## src/rtl/clock_pkg.sv

```systemverilog
// Shared types, BCD limits and the field validity check for the time-of-day block.
package clock_pkg;

  typedef logic [7:0] bcd2_t;

  localparam bcd2_t BCD_MAX_SEC  = 8'h59;
  localparam bcd2_t BCD_MAX_MIN  = 8'h59;
  localparam bcd2_t BCD_MAX_HOUR = 8'h23;

  typedef enum logic {
    IDLE    = 1'b0,
    RINGING = 1'b1
  } alarm_state_t;

  // Both digits must be decimal; comparing raw BCD bytes orders them like decimals.
  function automatic logic bcd2_valid(bcd2_t v, bcd2_t max);
    return (v[7:4] <= 4'd9) && (v[3:0] <= 4'd9) && (v <= max);
  endfunction

endpackage

```

## src/rtl/bcd2_counter.sv

```systemverilog
// Two-digit BCD counter wrapping MAX -> 00 with a carry out; a load overrides the increment.
module bcd2_counter
  import clock_pkg::*;
#(
  parameter bcd2_t MAX = 8'h59
) (
  input  logic  clk,
  input  logic  reset_sync,
  input  logic  inc,
  input  logic  load,
  input  bcd2_t load_val,
  output bcd2_t val,
  output bcd2_t next_val,
  output logic  carry
);

  // next_val is what val becomes on an increment, so the top can match the post-tick time.
  always_comb begin
    next_val = val;
    carry    = 1'b0;
    if (inc) begin
      if (val == MAX) begin
        next_val = 8'h00;
        carry    = 1'b1;
      end else if (val[3:0] == 4'd9) begin
        next_val = {val[7:4] + 4'd1, 4'h0};
      end else begin
        next_val = {val[7:4], val[3:0] + 4'd1};
      end
    end
  end

  always_ff @(posedge clk) begin
    if (reset_sync) begin
      val <= 8'h00;
    end else if (load) begin
      val <= load_val;
    end else begin
      val <= next_val;
    end
  end

endmodule

```

## src/rtl/time_of_day_counter.sv

```systemverilog
// BCD hh:mm:ss time of day with a set-time load handshake and an hh:mm alarm that rings
// for a bounded number of seconds.
module time_of_day_counter
  import clock_pkg::*;
#(
  parameter int ALARM_HOLD_SEC = 60
) (
  input  logic         clk,
  input  logic         reset_sync,
  input  logic         sec_tick,
  input  logic         set_valid,
  input  bcd2_t        set_hh,
  input  bcd2_t        set_mm,
  input  bcd2_t        set_ss,
  output logic         set_ready,
  output logic         set_err,
  input  logic         alarm_en,
  input  bcd2_t        alarm_hh,
  input  bcd2_t        alarm_mm,
  output bcd2_t        hh,
  output bcd2_t        mm,
  output bcd2_t        ss,
  output logic         min_tick,
  output logic         alarm_ring,
  output alarm_state_t alarm_state
);

  localparam logic [7:0] HOLD = 8'(ALARM_HOLD_SEC);

  // Handshake: a load transfers on a rising edge where set_valid && set_ready. Good fields
  // are taken and set_ready drops for one cycle; bad fields are refused with a one-cycle
  // set_err and set_ready stays high. While set_ready is low set_valid is ignored.
  logic  busy;
  logic  fields_ok, load_acc, load_rej, tick_eff;
  logic  ss_carry, mm_carry, hh_carry;
  bcd2_t ss_next, mm_next, hh_next;
  logic  unused_bits;

  assign set_ready = ~busy;
  assign fields_ok = bcd2_valid(set_hh, BCD_MAX_HOUR) &&
                     bcd2_valid(set_mm, BCD_MAX_MIN)  &&
                     bcd2_valid(set_ss, BCD_MAX_SEC);
  assign load_acc  = set_valid & set_ready & fields_ok;
  assign load_rej  = set_valid & set_ready & ~fields_ok;
  // An accepted load swallows a coincident tick.
  assign tick_eff  = sec_tick & ~load_acc;

  bcd2_counter #(.MAX(BCD_MAX_SEC)) u_ss (
    .clk(clk), .reset_sync(reset_sync), .inc(tick_eff), .load(load_acc),
    .load_val(set_ss), .val(ss), .next_val(ss_next), .carry(ss_carry)
  );
  bcd2_counter #(.MAX(BCD_MAX_MIN)) u_mm (
    .clk(clk), .reset_sync(reset_sync), .inc(ss_carry), .load(load_acc),
    .load_val(set_mm), .val(mm), .next_val(mm_next), .carry(mm_carry)
  );
  bcd2_counter #(.MAX(BCD_MAX_HOUR)) u_hh (
    .clk(clk), .reset_sync(reset_sync), .inc(mm_carry), .load(load_acc),
    .load_val(set_hh), .val(hh), .next_val(hh_next), .carry(hh_carry)
  );

  assign unused_bits = ^{ss_next, hh_carry};

  always_ff @(posedge clk) begin
    if (reset_sync) begin
      busy     <= 1'b0;
      set_err  <= 1'b0;
      min_tick <= 1'b0;
    end else begin
      busy     <= load_acc;
      set_err  <= load_rej;
      min_tick <= ss_carry;
    end
  end

  // Alarm FSM. The match uses the post-tick hh:mm, so only a tick into hh:mm:00 fires it.
  alarm_state_t state, state_n;
  logic [7:0]   hold_cnt, hold_cnt_n, hold_sat;
  logic         alarm_hit;

  assign alarm_hit   = alarm_en & ss_carry & (hh_next == alarm_hh) & (mm_next == alarm_mm);
  assign hold_sat    = (hold_cnt == 8'hFF) ? hold_cnt : hold_cnt + 8'd1;
  assign alarm_ring  = (state == RINGING);
  assign alarm_state = state;

  always_comb begin
    state_n    = state;
    hold_cnt_n = hold_cnt;
    case (state)
      IDLE: begin
        if (alarm_hit) begin
          state_n    = RINGING;
          hold_cnt_n = 8'd0;
        end
      end
      RINGING: begin
        if (!alarm_en) begin
          state_n = IDLE;
        end else if (sec_tick) begin
          hold_cnt_n = hold_sat;
          if (hold_sat >= HOLD) state_n = IDLE;
        end
      end
      default: state_n = IDLE;
    endcase
  end

  always_ff @(posedge clk) begin
    if (reset_sync) begin
      state    <= IDLE;
      hold_cnt <= 8'd0;
    end else begin
      state    <= state_n;
      hold_cnt <= hold_cnt_n;
    end
  end

endmodule

```

## config.mk

```make
export PLATFORM = sky130hd
export DESIGN_NAME = time_of_day_counter
export DESIGN_NICKNAME = d
export VERILOG_FILES = /design/src/rtl/clock_pkg.sv /design/src/rtl/bcd2_counter.sv /design/src/rtl/time_of_day_counter.sv
export SDC_FILE = /design/constraint.sdc
export NUM_CORES = 1
export LEC_CHECK = 0
export CORE_ASPECT_RATIO = 0.6
export CORE_MARGIN = 3
export CORE_UTILIZATION = 54
export CTS_CLUSTER_DIAMETER = 120
export DETAILED_ROUTE_END_ITERATION = 8
export PLACE_DENSITY_LB_ADDON = 0.08
export SLEW_MARGIN = 5
export SYNTH_ARGS = -nofsm -noshare
export SYNTH_HDL_FRONTEND = slang
export SYNTH_SLANG_ARGS = --single-unit
```

## constraint.sdc

```tcl
create_clock -name clk -period 5.6 [get_ports clk]
set_input_delay 1.12 -clock clk [delete_from_list [all_inputs] [get_ports clk]]
set_output_delay 1.12 -clock clk [all_outputs]
set_load 0.02 [all_outputs]
```

==> flow_summary.json, run 1 <==
{
  "rsz0062_at_grt": "false",
  "synth_top_family_by_area": "simple AND/OR/NAND/NOR gates",
  "powerDensity_nw_per_um2": 144,
  "routedWlPerCell_um": 18.0,
  "ys_top_cells_by_area": "dfxtp_1, ha_1, nor3_1",
  "synthCells": 371,
  "crit_path_end": "hold_cnt[2]",
  "synth_top_area_cell": "dfxtp_1",
  "relSlewSlack_pct": 54.2,
  "r2r_start": "u_mm.val[0]",
  "synth_xor_area_share_pct": 3.20,
  "r2r.worst_path.cells": 10,
  "clock_path_buffers": 2,
  "io_pins": 74,
  "grt_max_degree": 33,
  "cts_buffers": 5,
  "route.detailed.drc": 0,
  "track_usage_pct": 28.5,
  "ys_warn_count": 0,
  "cts_setup_buffers": 0,
  "cts_tree": "done",
  "worstPathMaxFanout": 15,
  "drt_pass1_iterations": 5,
  "synth.area.mux_share_pct": 3.33,
  "arrival_ns": 4.34,
  "grt-ovfl-total": 0,
  "yosys_register_bits": 36,
  "wl_mm": 9.04,
  "ys_seq_area_share_pct": 24.0,
  "core_um2": 5200,
  "final_area_um2": 3830,
  "cts_root_buf": "clkbuf_8",
  "post-route-period-util_pct": 74.1,
  "vias": 3215,
  "crit_type": "input port to flip-flop",
  "rows": 20,
  "grt_pass1_vias": 2896,
  "synth_fa_ha_area_share_pct": 5.41,
  "ys.flop_type": "dfxtp_1",
  "finClkSkew_ns": 0.00490,
  "p_leak_nw": 1.40,
  "wl_met3_um": 954,
  "ir_drop_mv": 0.0952,
  "gp_congestion": 0.970,
  "ant_nets": 0,
  "p_total_mw": 0.553,
  "wl_met2_mm": 3.68,
  "diodes": 0,
  "critPathCaptureType": "flip-flop",
  "status": "complete, no violations",
  "hpwl_mm": 6.85,
  "htreeDepth": 2,
  "fp.dieH_um": 63.8,
  "ctsHoldBuffers": 0,
  "synth_edf_count": 0,
  "grt_pass1_wl_mm": 14.8,
  "slew_violations": 0,
  "place_area_um2": 3740,
  "layout-drive-gt1-share_pct": 6.67,
  "hp-class": "flip-flop to flip-flop",
  "drv_cap": 0,
  "max_freq_mhz": 241,
  "synth_area_um2": 3010,
  "nNetsFinal": 492,
  "synthSimpleGateAreaFrac_pct": 33.9,
  "setup_viol": 0,
  "crit_start": "set_mm[6]",
  "yosysTopAreaCellShare_pct": 24.0,
  "hold_violations": 0,
  "avgSynthCellArea_um2": 8.11,
  "regToRegEndpoint": "hold_cnt[2]",
  "cts.sinks": 36,
  "synth_compound_area_share_pct": 24.9,
  "area_delta_synth_final_pct": 27.4,
  "fp.dieW_um": 102,
  "wl_met1_mm": 4.35,
  "fin_tns_setup_ns": 0,
  "detail_route.iter0.violations": 292,
  "cts.clk_slew.worst_paths_ns": 0.07,
  "cts_resized": 0,
  "post_drt_via_cell_ratio": 6.42,
  "cp_data_required_time_ns": 5.78,
  "port_buffers": 73,
  "ys_types": 74,
  "synth_nets": 429,
  "antenna_found_initial": 0,
  "top_layer": "met4",
  "die-area_um2": 6530,
  "start_util_pct": 57.8,
  "r2r_slack_ns": 2.31,
  "fin_crit_ns": 4.15,
  "worstSetupStartpointType": "input port",
  "async_reset_ff_share_pct": 0,
  "clk_latency_ns": 0.29,
  "worst_slew_pin_slew_ns": 0.685
}
## cell usage after synthesis, types with 7 or more instances
library cell,instances
and3_1,10
o21ai_0,11
a21oi_1,11
xnor2_1,7
dfxtp_1,36
a31oi_1,10
mux2i_1,10
nor3_1,31
nor2_1,36
nand3_1,20
a211oi_1,17
clkbuf_1,9
nand2_1,18
inv_1,13
ha_1,13
## critical path, cell delays in order
cell,delay (ns)
clkdlybuf4s50_1,0.48
a22oi_1,0.34
nand4_4,0.21
nor3_4,0.58
nor4b_1,0.16
or3_4,0.37
a2111oi_4,0.43
nand3_4,0.17
and2_4,0.21
o221a_1,0.25
## worst min-delay path by stage
| stage | startpoint | to | slack [ns] | cells past startpoint |
|---|---|---|---|---|
| 6_report | hold_cnt[1] | hold_cnt[1] | 0.54 | 2 |
| 2_1_floorplan | hold_cnt[1] | hold_cnt[1] | 0.49 | 2 |
| 4_1_cts | hold_cnt[1] | hold_cnt[1] | 0.54 | 2 |
| 3_5_place_dp | hold_cnt[1] | hold_cnt[1] | 0.52 | 2 |
| 3_3_place_gp | hold_cnt[1] | hold_cnt[1] | 0.52 | 2 |
| 5_1_grt | hold_cnt[1] | hold_cnt[1] | 0.58 | 2 |
## layout make-up
type | count | area [µm²]
inverter | 13 | 48.8
multi-input combinational | 301 | 2130
clock buffer | 8 | 90.1
sequential | 36 | 721
fill | 412 | 1370
timing repair buffer | 77 | 761
tap | 66 | 82.6
## through the flow
stage | hold slack [ns] | utilization [%] | cells | setup WS [ns]
floorplan | 0.486 | - | 371 | 2.21
finish | 0.539 | 73.6 | 501 | 1.45
global route | 0.584 | 73.6 | 501 | 1.28
detailed placement | 0.524 | 71.9 | 493 | 1.20
global placement | 0.525 | 71.9 | 493 | 1.30
CTS | 0.537 | 73.6 | 501 | 1.50
## per-layer routing
layer | vias up | GRT usage (%)
li1 | 1560 | -
met1 | 1482 | 43.7
met2 | 164 | 40.2
met3 | 9 | 8.18
met4 | 0 | 3.60
met5 | - | 0
## power breakdown
part | internal [mW] | switching (mW) | total (mW)
logic | 0.0486 | 0.0434 | 0.0920
clock network | 0.101 | 0.0972 | 0.198
registers | 0.259 | 0.00427 | 0.263
total | 0.408 | 0.145 | 0.553
## logic make-up after synthesis
group / count (synthesis)
AO/OA/AOI/OAI: 100
XOR/XNOR: 11
adder cells (fa/ha/maj): 13
buffers and inverters: 34
flip-flops: 36
multiplexers: 10
AND/OR/NAND/NOR: 167
## cell usage in the layout, fill, tap and decap left out, drive strengths merged, types with 4 or more instances in the layout
cell           instances
clkdlybuf4s50         73
nor2                  37
dfxtp                 36
nor3                  33
nand3                 21
nand2                 19
a211oi                17
o21ai                 14
inv                   13
ha                    13
a21oi                 11
mux2i                 10
a31oi                 10
and3                  10
nand4                  8
clkbuf                 8
nor4                   8
xnor2                  7
o21a                   6
nor2b                  5
o31ai                  5
nand3b                 5
xor2                   4
o221a                  4
buf                    4
or3                    4
a21boi                 4
a2111oi                4
## state kept, by name, summed over array words and instances, names as in the netlist
| name | cells |
|---|---|
| min_tick | 1 |
| u_hh.val | 8 |
| set_err | 1 |
| busy | 1 |
| u_ss.val | 8 |
| hold_cnt | 8 |
| alarm_ring | 1 |
| u_mm.val | 8 |
(Power assumes the default switching activity.)
==> inputs of run 2 (changes only) <==
--- a/config.mk
+++ b/config.mk
@@ -7,7 +7,7 @@
 export LEC_CHECK = 0
 export CORE_ASPECT_RATIO = 0.6
 export CORE_MARGIN = 3
-export CORE_UTILIZATION = 54
+export CORE_UTILIZATION = 46
 export CTS_CLUSTER_DIAMETER = 120
 export DETAILED_ROUTE_END_ITERATION = 8
 export PLACE_DENSITY_LB_ADDON = 0.08
==> constraint.sdc (replaced) <==
create_clock -name clk -period 3.8 [get_ports clk]
set_input_delay 0.76 -clock clk [delete_from_list [all_inputs] [get_ports clk]]
set_output_delay 0.76 -clock clk [all_outputs]
set_load 0.02 [all_outputs]
==> flow_summary.json, run 2 (synthesis gave the netlist of run 1 again) <==
{
  "cts_setup_buffers": 0,
  "finClkSkew_ns": 0.00607,
  "relSlewSlack_pct": 15.7,
  "hp-class": "flip-flop to flip-flop",
  "powerDensity_nw_per_um2": 205,
  "ant_nets": 0,
  "antenna_found_initial": 0,
  "status": "complete, no violations",
  "hpwl_mm": 7.16,
  "htreeDepth": 2,
  "port_buffers": 73,
  "r2r_start": "u_mm.val[4]",
  "fp.dieW_um": 110,
  "cts_resized": 0,
  "detail_route.iter0.violations": 363,
  "fin_tns_setup_ns": 0,
  "r2r.worst_path.cells": 10,
  "diodes": 0,
  "holdWs_ns": 0.526,
  "hold_violations": 0,
  "die-area_um2": 7580,
  "clk_latency_ns": 0.30,
  "worstPathMaxFanout": 6,
  "io_pins": 74,
  "routedWlPerCell_um": 17.8,
  "gp_congestion": 0.866,
  "layout-drive-gt1-share_pct": 8.99,
  "vias": 3300,
  "final_common_cell": "clkdlybuf4s50_1",
  "track_usage_pct": 25.4,
  "ctsHoldBuffers": 0,
  "cts_tree": "done",
  "clock_path_buffers": 2,
  "nFillCells": 594,
  "area_delta_synth_final_pct": 30.4,
  "arrival_ns": 3.71,
  "worstSetupStartpointType": "input port",
  "rows": 22,
  "post_drt_via_cell_ratio": 6.24,
  "drv_cap": 0,
  "regToRegEndpoint": "hold_cnt[2]",
  "hp-start": "hold_cnt[1]",
  "ir_drop_mv": 0.128,
  "core_um2": 6220,
  "cts.sinks": 36,
  "layout_common_cells": "clkdlybuf4s50_1, nor2_1, dfxtp_1, nor3_1, nand3_1",
  "grt-ovfl-total": 0,
  "cts.clk_slew.worst_paths_ns": 0.08,
  "p_leak_nw": 1.45,
  "cts_buffers": 5,
  "route.detailed.drc": 0,
  "rsz0062_at_grt": "false",
  "max_freq_mhz": 284,
  "slew_violations": 0,
  "worst_slew_pin_slew_ns": 1.26,
  "critPathCaptureType": "flip-flop",
  "min_path_cells": 2,
  "post-route-period-util_pct": 92.6,
  "grt_pass1_wl_mm": 14.7,
  "nNetsFinal": 503,
  "wl_mm": 9.41,
  "cp_data_required_time_ns": 3.99,
  "cts_root_buf": "clkbuf_8",
  "r2r_slack_ns": 0.50,
  "crit_type": "input port to flip-flop",
  "hold_end": "hold_cnt[1]",
  "grt_max_degree": 29,
  "grt_pass1_vias": 2811,
  "fp.dieH_um": 68.6,
  "fin_crit_ns": 3.52,
  "start_util_pct": 48.4,
  "setup_viol": 0,
  "drt_pass1_iterations": 5
}
==> run 2: cell count changes in the layout (fill, tap and decap cells not counted) <==
| cell | delta |
|---|---|
| clkinv_2 | +1 |
| buf_4 | +11 |
| clkbuf_8 | -1 |
| clkbuf_1 | -1 |
==> run 2: how the worst max path moves through the flow <==
stage	startpoint	end	slack, ns	depth (start not counted)
after floorplan	sec_tick	hold_cnt[2]	0.77	10
after global placement	set_hh[6]	hold_cnt[2]	0.08	10
after detailed placement	set_hh[6]	hold_cnt[2]	0.003	10
after CTS	set_hh[6]	hold_cnt[2]	0.30	10
after global routing	set_hh[6]	hold_cnt[2]	0.1	10
final	sec_tick	hold_cnt[2]	0.28	10
==> run 2: where the power goes <==
group	total (mW)	leakage, nW	switching (mW)	internal, mW
Combinational	0.138	1.12	0.0648	0.0731
Sequential	0.388	0.291	0.00678	0.381
Clock	0.278	0.0410	0.153	0.125
Total	0.803	1.45	0.224	0.579
==> run 2: area by class of cell <==
| class | instances | area (µm²) | share of cell area [%] |
|---|---|---|---|
| tap | 84 | 105 | 2.68 |
| clock buffer | 6 | 72.6 | 1.85 |
| multi-input combinational | 301 | 2130 | 54.2 |
| inverter | 13 | 48.8 | 1.24 |
| clock inverter | 1 | 5.00 | 0.128 |
| sequential | 36 | 721 | 18.4 |
| timing repair buffer | 88 | 843 | 21.5 |
==> run 2: stage by stage <==
stage | area (µm²) | worst slack [ns] | instances | util, % | power, mW
6_report | 3920 | 0.282 | 529 | 63.1 | 0.803
5_1_grt | 3920 | 0.0964 | 529 | 63.1 | 0.830
4_1_cts | 3920 | 0.302 | 529 | 63.1 | 0.802
3_5_place_dp | 3850 | 0.00305 | 522 | 61.8 | 0.533
3_3_place_gp | 3850 | 0.0818 | 522 | 61.8 | 0.530
2_1_floorplan | 3010 | 0.772 | 371 | - | 0.453
==> run 2: worst max-delay path: stages <==
cell	delay, ns
clkdlybuf4s50_1	0.60
and4b_1	0.38
nand4_2	0.20
nor3_2	0.33
a21oi_1	0.12
a2111oi_0	0.42
and4_1	0.33
nand3_4	0.11
and2_4	0.19
o221a_1	0.25
==> run 2: layer usage <==
metal,global-route usage (%),part of all wire [%],vias to the layer above
met3,5.86,9.8,10
li1,-,-,1572
met5,0,0,-
met2,35.9,40,170
met1,38.7,50,1548
met4,5.38,0.84,0
